$ cat src/rtl/display_pkg.sv
// Shared definitions for the 7-segment serial display link.
// Segment byte layout is {dp, g, f, e, d, c, b, a}, active-high.
// Contents: segment pattern constants, decoded digit codes for blank and
// error, byte-format bit positions.
package display_pkg;

  localparam int SEG_BITS = 7;

  localparam int BIT_A  = 0;
  localparam int BIT_B  = 1;
  localparam int BIT_C  = 2;
  localparam int BIT_D  = 3;
  localparam int BIT_E  = 4;
  localparam int BIT_F  = 5;
  localparam int BIT_G  = 6;
  localparam int BIT_DP = 7;

  localparam logic [SEG_BITS-1:0] SEG_0     = 7'h3F;
  localparam logic [SEG_BITS-1:0] SEG_1     = 7'h06;
  localparam logic [SEG_BITS-1:0] SEG_2     = 7'h5B;
  localparam logic [SEG_BITS-1:0] SEG_3     = 7'h4F;
  localparam logic [SEG_BITS-1:0] SEG_4     = 7'h66;
  localparam logic [SEG_BITS-1:0] SEG_5     = 7'h6D;
  localparam logic [SEG_BITS-1:0] SEG_6     = 7'h7D;
  localparam logic [SEG_BITS-1:0] SEG_7     = 7'h07;
  localparam logic [SEG_BITS-1:0] SEG_8     = 7'h7F;
  localparam logic [SEG_BITS-1:0] SEG_9     = 7'h6F;
  localparam logic [SEG_BITS-1:0] SEG_BLANK = 7'h00;

  localparam logic [3:0] DIGIT_BLANK = 4'hF;
  localparam logic [3:0] DIGIT_ERR   = 4'hE;

endpackage

$ cat src/rtl/seg7_decode.sv
// Combinational 7-segment to BCD decoder.
// Ports:
//   seg_i   [6:0] segment bits {g,f,e,d,c,b,a}
//   digit_o [3:0] BCD digit, DIGIT_BLANK for an all-off pattern,
//                 DIGIT_ERR for anything unrecognised
//   err_o         high when the pattern is not a legal digit or blank
// Only the canonical pattern per digit is accepted (9 must include
// segment d), so near-miss encodings are flagged rather than guessed.
module seg7_decode
  import display_pkg::*;
(
  input  logic [SEG_BITS-1:0] seg_i,
  output logic [3:0]          digit_o,
  output logic                err_o
);

  always_comb begin
    digit_o = DIGIT_ERR;
    err_o   = 1'b1;
    case (seg_i)
      SEG_0:     begin digit_o = 4'd0;        err_o = 1'b0; end
      SEG_1:     begin digit_o = 4'd1;        err_o = 1'b0; end
      SEG_2:     begin digit_o = 4'd2;        err_o = 1'b0; end
      SEG_3:     begin digit_o = 4'd3;        err_o = 1'b0; end
      SEG_4:     begin digit_o = 4'd4;        err_o = 1'b0; end
      SEG_5:     begin digit_o = 4'd5;        err_o = 1'b0; end
      SEG_6:     begin digit_o = 4'd6;        err_o = 1'b0; end
      SEG_7:     begin digit_o = 4'd7;        err_o = 1'b0; end
      SEG_8:     begin digit_o = 4'd8;        err_o = 1'b0; end
      SEG_9:     begin digit_o = 4'd9;        err_o = 1'b0; end
      SEG_BLANK: begin digit_o = DIGIT_BLANK; err_o = 1'b0; end
      default:   ;
    endcase
  end

endmodule

$ cat src/rtl/serial_display_rx.sv
// Receiver for the 7-segment serial display link.
// Synchronizes the serial data/clock/latch lines, shifts one frame of
// 8*NUM_DIGITS bits (MSB first) and, on a latch edge with the exact bit
// count, decodes and registers every digit.
// Ports:
//   i_clk, i_reset_n   system clock, synchronous active-low reset
//   i_en               receiver enable (edge tracking continues when low)
//   i_serial_data      serial data, taken on serial clock rising edge
//   i_serial_clk       serial shift clock
//   i_serial_latch     frame commit on rising edge
//   o_digits           decoded BCD digits, hours_msb in the top nibble
//   o_dp               decimal points, same digit order
//   o_frame_stb        one-cycle pulse per committed frame
//   o_frame_err        one-cycle pulse on bad bit count or collision
//   o_seg_err          set when the last committed frame had a bad pattern
module serial_display_rx
  import display_pkg::*;
#(
  parameter int NUM_DIGITS  = 6,
  parameter int SYNC_STAGES = 2
) (
  input  logic                    i_clk,
  input  logic                    i_reset_n,
  input  logic                    i_en,
  input  logic                    i_serial_data,
  input  logic                    i_serial_clk,
  input  logic                    i_serial_latch,
  output logic [4*NUM_DIGITS-1:0] o_digits,
  output logic [NUM_DIGITS-1:0]   o_dp,
  output logic                    o_frame_stb,
  output logic                    o_frame_err,
  output logic                    o_seg_err
);

  localparam int FRAME_BITS = 8 * NUM_DIGITS;
  localparam int CNT_W      = $clog2(FRAME_BITS + 2);
  localparam logic [CNT_W-1:0] CNT_FULL = CNT_W'(FRAME_BITS);
  localparam logic [CNT_W-1:0] CNT_SAT  = CNT_W'(FRAME_BITS + 1);

  logic [SYNC_STAGES-1:0] sclk_sync_q, data_sync_q, latch_sync_q;
  logic                   sclk_hist_q, latch_hist_q;
  logic                   sclk_rise_d, latch_rise_d;
  // Edge flags and data are registered together so a shift uses the data
  // bit that travelled through the same number of flops as its clock.
  logic                   sclk_rise_q, latch_rise_q, data_q;

  logic [FRAME_BITS-1:0]   shreg_q, shreg_d;
  logic [CNT_W-1:0]        cnt_q, cnt_d;
  logic [4*NUM_DIGITS-1:0] digits_q, digits_d;
  logic [NUM_DIGITS-1:0]   dp_q, dp_d;
  logic                    seg_err_q, seg_err_d;
  logic                    stb_q, stb_d;
  logic                    err_q, err_d;

  logic [4*NUM_DIGITS-1:0] dec_digits;
  logic [NUM_DIGITS-1:0]   dec_dp;
  logic [NUM_DIGITS-1:0]   dec_err;

  assign sclk_rise_d  = sclk_sync_q[SYNC_STAGES-1] & ~sclk_hist_q;
  assign latch_rise_d = latch_sync_q[SYNC_STAGES-1] & ~latch_hist_q;

  // Synchronizers and edge detectors run regardless of i_en so that
  // re-enabling never sees a stale level as a fresh edge.
  always_ff @(posedge i_clk) begin
    if (!i_reset_n) begin
      sclk_sync_q  <= '0;
      data_sync_q  <= '0;
      latch_sync_q <= '0;
      sclk_hist_q  <= 1'b0;
      latch_hist_q <= 1'b0;
      sclk_rise_q  <= 1'b0;
      latch_rise_q <= 1'b0;
      data_q       <= 1'b0;
    end else begin
      sclk_sync_q  <= {sclk_sync_q[SYNC_STAGES-2:0], i_serial_clk};
      data_sync_q  <= {data_sync_q[SYNC_STAGES-2:0], i_serial_data};
      latch_sync_q <= {latch_sync_q[SYNC_STAGES-2:0], i_serial_latch};
      sclk_hist_q  <= sclk_sync_q[SYNC_STAGES-1];
      latch_hist_q <= latch_sync_q[SYNC_STAGES-1];
      sclk_rise_q  <= sclk_rise_d;
      latch_rise_q <= latch_rise_d;
      data_q       <= data_sync_q[SYNC_STAGES-1];
    end
  end

  for (genvar g = 0; g < NUM_DIGITS; g++) begin : g_dec
    seg7_decode u_dec (
      .seg_i   (shreg_q[8*g +: SEG_BITS]),
      .digit_o (dec_digits[4*g +: 4]),
      .err_o   (dec_err[g])
    );
    assign dec_dp[g] = shreg_q[8*g + BIT_DP];
  end

  always_comb begin
    shreg_d   = shreg_q;
    cnt_d     = cnt_q;
    digits_d  = digits_q;
    dp_d      = dp_q;
    seg_err_d = seg_err_q;
    stb_d     = 1'b0;
    err_d     = 1'b0;
    if (i_en) begin
      if (latch_rise_q) begin
        // A shift edge landing with the latch makes the frame ambiguous,
        // so it is dropped and the frame rejected.
        cnt_d = '0;
        if (!sclk_rise_q && (cnt_q == CNT_FULL)) begin
          digits_d  = dec_digits;
          dp_d      = dec_dp;
          seg_err_d = |dec_err;
          stb_d     = 1'b1;
        end else begin
          err_d = 1'b1;
        end
      end else if (sclk_rise_q) begin
        shreg_d = {shreg_q[FRAME_BITS-2:0], data_q};
        if (cnt_q != CNT_SAT) begin
          cnt_d = cnt_q + CNT_W'(1);
        end
      end
    end
  end

  always_ff @(posedge i_clk) begin
    if (!i_reset_n) begin
      shreg_q   <= '0;
      cnt_q     <= '0;
      digits_q  <= '0;
      dp_q      <= '0;
      seg_err_q <= 1'b0;
      stb_q     <= 1'b0;
      err_q     <= 1'b0;
    end else begin
      shreg_q   <= shreg_d;
      cnt_q     <= cnt_d;
      digits_q  <= digits_d;
      dp_q      <= dp_d;
      seg_err_q <= seg_err_d;
      stb_q     <= stb_d;
      err_q     <= err_d;
    end
  end

  assign o_digits    = digits_q;
  assign o_dp        = dp_q;
  assign o_seg_err   = seg_err_q;
  assign o_frame_stb = stb_q;
  assign o_frame_err = err_q;

endmodule
$ cat config.mk
export PLATFORM = sky130hd
export DESIGN_NAME = serial_display_rx
export DESIGN_NICKNAME = d
export VERILOG_FILES = /design/src/rtl/display_pkg.sv /design/src/rtl/seg7_decode.sv /design/src/rtl/serial_display_rx.sv
export SDC_FILE = /design/constraint.sdc
export NUM_CORES = 1
export LEC_CHECK = 0
export CORE_MARGIN = 5
export CORE_UTILIZATION = 52
export CTS_CLUSTER_DIAMETER = 60
export DETAILED_ROUTE_END_ITERATION = 7
export HOLD_SLACK_MARGIN = 0.02
export PLACE_DENSITY = 0.75
export SLEW_MARGIN = 25
export SYNTH_ARGS = -nofsm -noshare
export SYNTH_HDL_FRONTEND = slang
export SYNTH_SLANG_ARGS = --single-unit
export TNS_END_PERCENT = 10
$ cat constraint.sdc
create_clock -name i_clk -period 1.84 [get_ports i_clk]
set_clock_uncertainty 0.1 [all_clocks]
set_input_delay 0.184 -clock i_clk [delete_from_list [all_inputs] [get_ports i_clk]]
set_output_delay 0.184 -clock i_clk [all_outputs]
set_load 0.05 [all_outputs]
==> results.md, run 1 <==
- First-pass GRT wire length: slightly below 20 mm
- Worst-path clk slew: 0.10 ns
- GRT overflow: 0
- Ys async rst share: 0%
- Status: finished, violations left
- CORE AREA: roughly 8800 um2
- Clock buffer count from CTS: 9
- Initial Utilization: between 50% and 60%
- Vias per std cell: ~5.6
- Layout area overhead: 31.56%
- P_leak: roughly 0.0025 uW
- Avg Synthesized Cell Area: slightly below 8 um2
- Initial DRC Count: ~210
- Synth Flop Type: dfxtp_1
- Peak supply drop: between 0.4 and 0.5 mV
- Netlist cell types: between 50 and 60
- # DRC: 0
- Die Y: around 110 um
- Slew Limit Fails: 0
- Sink Count: slightly below 100
- Critical Path Fanout Max: 4
- Mapped cell area: 4710 um2
- Met2 usage: 36.20%
- Worst Tran Pin Value: just over 0.5 ns
- Worst EP arrival: roughly 2.1 ns
- Die W: around 110 um
- Power Density: a little over 600 nW/um2
- GP Congestion: 0.9063
- Final period util: 108.0%
- Full die area: around 11000 um2
- Startpoint types: flip-flop
- CTS tree: built
- Final nets: just under 700
- Vias: 4455
- Ranking of synthesized cells by area: dfxtp_1 (42%), nand2_1 (11%), a21boi_0 (9.4%), clkbuf_1 (3.5%), o21ai_0 (3.2%)
- Initial antenna violation count: 0
- Critical Path RT: ~2.0 ns
- Largest net degree at the start of global routing: 49
- Gr usage total: 20.41%
- Synth warn: 0
- CTS Buffer Depth: 2
- Cell with the most instances after synthesis: nand2_1
- Top cells by count, synth: nand2_1 (139), dfxtp_1 (98), a21boi_0 (59), clkbuf_1 (44), nor2_1 (32)
- Post-Synthesis Cells: 601
- Worst-skew pair later-pin latency: roughly 0.36 ns
- Final Util: a little over two thirds
- IO buf count: 38
- Final Hold Violating Endpoints: 0
- Max Clock Freq: 503.5 MHz
- Final min period: slightly below 2 ns
- Failing checks: setup timing
- WL final: ~12 mm
- Routed WL per cell: about 15 um
- Vias in the first global route: around 4200
- FP Rows: 34
- Post-DRT Antenna Nets: 0
- RSZ-0062 raised after global routing: yes
- Post-synthesis sequential area ratio: between 40% and 50%
- Router iterations before antenna repair: 5
- Root Driver: clkbuf_8
- Post-synth top area cell: dfxtp_1
- Met3 Resource Use GR: roughly 3.3%
- Fin area: between 6000 and 7000 um2
- Placed cell areas: between 5000 and 6000 um2
- Io pins: 39
- Layer carrying the most global-route usage: met2
- #FFs+latches synth: 98
- Worst Hold Class: input pin to flip-flop
- Synth top area share: around two fifths
- Slew margin rel.: about 66%
- Post-place setup slack: -0.2439 ns
- Placed wire-length estimate: ~7.9 mm
- GRT met1 Usage: 25.24%
- Setup ws final: -0.1463 ns
- Layout cell share with drive strength beyond 1: between 20% and 30%
- Post-synth EDFFs: 0
- Antenna diode count: 0
- # hold bufs at CTS: 0
- Crit end category: flip-flop
- H-Tree Depth: 3
- # Max-Cap Violations: 0
- # setup viols final: 10
- Synth Net Count: 610
- Category of the most critical setup path: flip-flop to flip-flop
## cell usage in the layout, fill, tap and decap left out, types with 6 or more instances in the layout
cell type	instances
a31oi_1	8
nor3_1	12
clkdlybuf4s50_1	17
buf_4	85
nand2_1	139
a21boi_0	57
nand3b_1	6
dfxtp_1	87
nor2_1	29
nor4_1	6
dlymetal6s2s_1	15
nand4_1	7
and2_1	12
inv_1	6
a21oi_1	20
clkbuf_8	9
dfxtp_2	8
o21ai_0	28
nand3_1	14
## per-stage QoR
step           hold slack (ns)  setup TNS, ns  power [uW]  std cells
6_report                0.1771        -0.5685        3774        799
3_5_place_dp            0.2780         -1.480        2275        779
3_3_place_gp            0.2711        -0.7545        2272        779
5_1_grt                 0.1884         -1.394        3919        799
4_1_cts                 0.1651        -0.9049        3801        796
2_1_floorplan           0.2113        -0.3091        2236        601
## layout make-up
cell class,count,area [um2]
timing repair buffer,131,1182
tap,108,135.1
clock buffer,9,123.9
inverter,6,22.52
sequential,98,1983
clock inverter,7,101.3
fill,701,2567
multi-input combinational,440,2648
## report_power, final
part / leakage (uW) / switching, uW / internal (uW)
Clock: 0.000106 / 776 / 778
Sequential: 0.000797 / 3.51 / 2120
Combinational: 0.00159 / 47.8 / 45.4
## per-layer routing
metal	vias up	part of all wire, %	routed length [um]
li1	2248	-	-
met1	2083	44	5154
met2	109	51	5984
met3	15	3.8	442
met4	0	1.2	146
met5	-	0	0
## final timing paths
kind / start / endpoint / slack, ns / depth (start not counted)
setup / recovery: shreg_q[19] / o_seg_err / -0.15 / 6
hold / removal: i_reset_n / shreg_q[11] / 0.18 / 2
setup reg to reg: shreg_q[19] / o_seg_err / -0.15 / 6
hold reg to reg: sclk_hist_q / sclk_rise_q / 0.29 / 1
## flip-flops by register name, indices dropped and copies added, names as in the netlist
signal	count
o_seg_err	1
sclk_sync_q	2
o_digits	24
o_dp	6
cnt_q	6
o_frame_stb	1
o_frame_err	1
shreg_q	48
sclk_rise_q	1
data_q	1
latch_hist_q	1
data_sync_q	2
sclk_hist_q	1
latch_sync_q	2
latch_rise_q	1
## logic make-up (layout without fill, tap and decap cells)
kind of cell | after synthesis | in the layout | share of synthesized area, %
adders and majority gates | 3 | 3 | 0.7971
DFF | 98 | 98 | 41.66
AOI/OAI and AO/OA | 144 | 144 | 20.38
and+or+nand+nor | 284 | 284 | 29.97
xor gates and xnor gates | 9 | 9 | 1.674
buffers and inverters | 63 | 153 | 5.526
## critical path, stage by stage, from the launching register on
cell	delay, ns
dfxtp_2	0.35
or4_4	0.57
nor4_4	0.17
nor3_1	0.10
and3_4	0.20
a311oi_2	0.26
a31oi_1	0.12
## timing repair
item                                    in CTS  in global routing
endpoints found under the setup margin      18                 33
pin swaps                                    3                 14
buffers inserted                             1                  3
cloned                                       0                  0
gates resized for setup                     18                 53
Note: power is estimated with default switching activity, not from simulation.
==> run 2: changes to the inputs <==
CTS_CLUSTER_DIAMETER = 30   (was 60)
==> results of run 2 <==
No change in the layout: final DEF, timing and power equal those of run 1.
==> run 3: changes to the inputs <==
PLACE_DENSITY = 0.76   (was 0.75)
==> run 3 against run 2 <==
The run still ends with setup timing left. Count of clock-buffer cells in the layout is 1 higher. Fmax grew 2.1%. Largest power group unchanged. Via count increased by 1.2%. Highest routed layer unchanged.
==> results.md, run 3 (synthesized netlist as in run 1, its figures left out) <==
- Post-DRT Antenna Nets: 0
- Worst EP arrival: 2.10 ns
- Largest net degree at the start of global routing: 49
- Max reg flops: between 40 and 50
- Initial DRC Count: between 200 and 250
- Slew Limit Fails: 0
- Antenna diode count: 0
- Io pins: 39
- Status: finished, violations left
- GRT overflow: 0
- Initial Utilization: a little over half
- Worst-path clk slew: around 0.10 ns
- # DRC: 0
- Final min period: about 1.9 ns
- Power share of the combinational group: 2.5%
- Failing checks: setup timing
- Root Driver: clkbuf_8
- Sink Count: between 90 and 100
- Vias: 4510
- Worst Hold Class: input pin to flip-flop
- # hold bufs at CTS: 0
- CTS Buffer Depth: 2
- Commonest cells after routing, fill and taps aside: nand2_1 (139), buf_4 (88), dfxtp_1 (81)
- Setup TNS: -0.5471 ns
- Critical Path Fanout Max: 5
- Pwr Total: 3749 uW
- FP Rows: 34
- Power Density: between 600 and 700 nW/um2
- Register share of total power: 56.8%
- IO buf count: 38
- Initial antenna violation count: 0
- Clock buffer count from CTS: 9
- Worst-skew pair later-pin latency: roughly 0.36 ns
- P_leak: 0.002432 uW
- # Max-Cap Violations: 0
- Worst r2r path cells: 6
- Slew margin rel.: between 60 and 70%
- CORE AREA: 8763 um2
- Most flops, register: shreg_q
- Startpoint types: flip-flop
- Layout cell share with drive strength beyond 1: ~25%
- Final Hold Violating Endpoints: 0
- Vias per std cell: 5.630
- Routed WL per cell: between 10 and 15 um
- Final period util: 105.7%
- Critical Path RT: roughly 2.0 ns
- Placed wire-length estimate: 7.955 mm
- Multi-input logic area: roughly 2700 um2
- Worst Tran Pin Value: roughly 0.53 ns
- Sw frac: between 20% and 30%
- Max Clock Freq: 514.0 MHz
- WHS Path Cells: 2
- Net Sw Power: ~810 uW
- Router iterations before antenna repair: 5
- RSZ-0062 raised after global routing: yes
- Post-place setup slack: -0.1651 ns
- Crit end category: flip-flop
- Final nets: between 600 and 700
- FF+latch area: just under 2000 um2
- Final Util: 70.72%
- # setup viols final: 8
- Int Pwr: between 2000 and 3000 uW
- Layout area overhead: 31.59%
- Full die area: between 10000 and 15000 um2
- Filler instances: ~700
- GP Congestion: approximately 0.90
- Gr usage total: about a fifth
- WL final: around 12 mm
- First-pass GRT wire length: around 20 mm
- Category of the most critical setup path: flip-flop to flip-flop
- Most common cell after layout, fill and taps aside: nand2_1
- Die Y: ~110 um
- Peak supply drop: 0.3581 mV
- Clock power frac: between 40% and 50%
- CTS tree: built
- Setup ws final: -0.1054 ns
- Vias in the first global route: between 4000 and 5000
- Die W: 105.2 um
- H-Tree Depth: 3
-- run 3: final cells by class --
type / instances / share of cell area (%)
multi-input cells: 440 / 42.90
flip-flops and latches: 98 / 32.00
repair buffers: 133 / 19.04
well taps: 108 / 2.181
clock buffers: 10 / 2.059
clock inverters: 6 / 1.454
inverters: 6 / 0.3634
-- run 3: layer usage --
| layer | vias up | global-route usage [%] | share of wire [%] |
|---|---|---|---|
| met2 | 92 | 37.01 | 50 |
| met3 | 19 | 3.268 | 3.5 |
| li1 | 2254 | - | - |
| met5 | - | 0 | 0 |
| met1 | 2145 | 26.33 | 45 |
| met4 | 0 | 8.128 | 1.6 |
-- run 3: worst max-delay path: stages, from the launching register on --
cell,delay [ns]
dfxtp_2,0.35
or4_4,0.57
o21ai_0,0.16
a31oi_1,0.13
and3_4,0.18
a311oi_2,0.25
a31oi_1,0.11
-- run 3: repair_timing --
action                     in CTS  in global routing
setup buffers                   2                  0
pin swaps                       8                  3
resized for setup              36                 36
setup endpoints to repair      17                 45
-- run 3: path summary, 6_finish.rpt --
kind	start	end	slack, ns
max	shreg_q[19]	o_seg_err	-0.11
min	i_reset_n	shreg_q[42]	0.18
min reg2reg	sclk_hist_q	sclk_rise_q	0.29
max reg2reg	shreg_q[19]	o_seg_err	-0.11
-- run 3: power groups by stage --
stage | registers, uW | clock network, uW | logic [uW]
global route | 2130 | 1650 | 101
finish | 2130 | 1530 | 92.4
floorplan | 2180 | 0 | 55.0
global placement | 2180 | 0 | 89.8
CTS | 2130 | 1560 | 91.8
detailed placement | 2180 | 0 | 91.4
-- run 3: per-stage QoR --
stage | cell area (um2) | cells | hold slack [ns]
5_1_grt | 6197 | 801 | 0.2206
6_report | 6197 | 801 | 0.1840
3_5_place_dp | 5759 | 783 | 0.2823
3_3_place_gp | 5759 | 783 | 0.2713
4_1_cts | 6090 | 801 | 0.1736
2_1_floorplan | 4736 | 601 | 0.2113
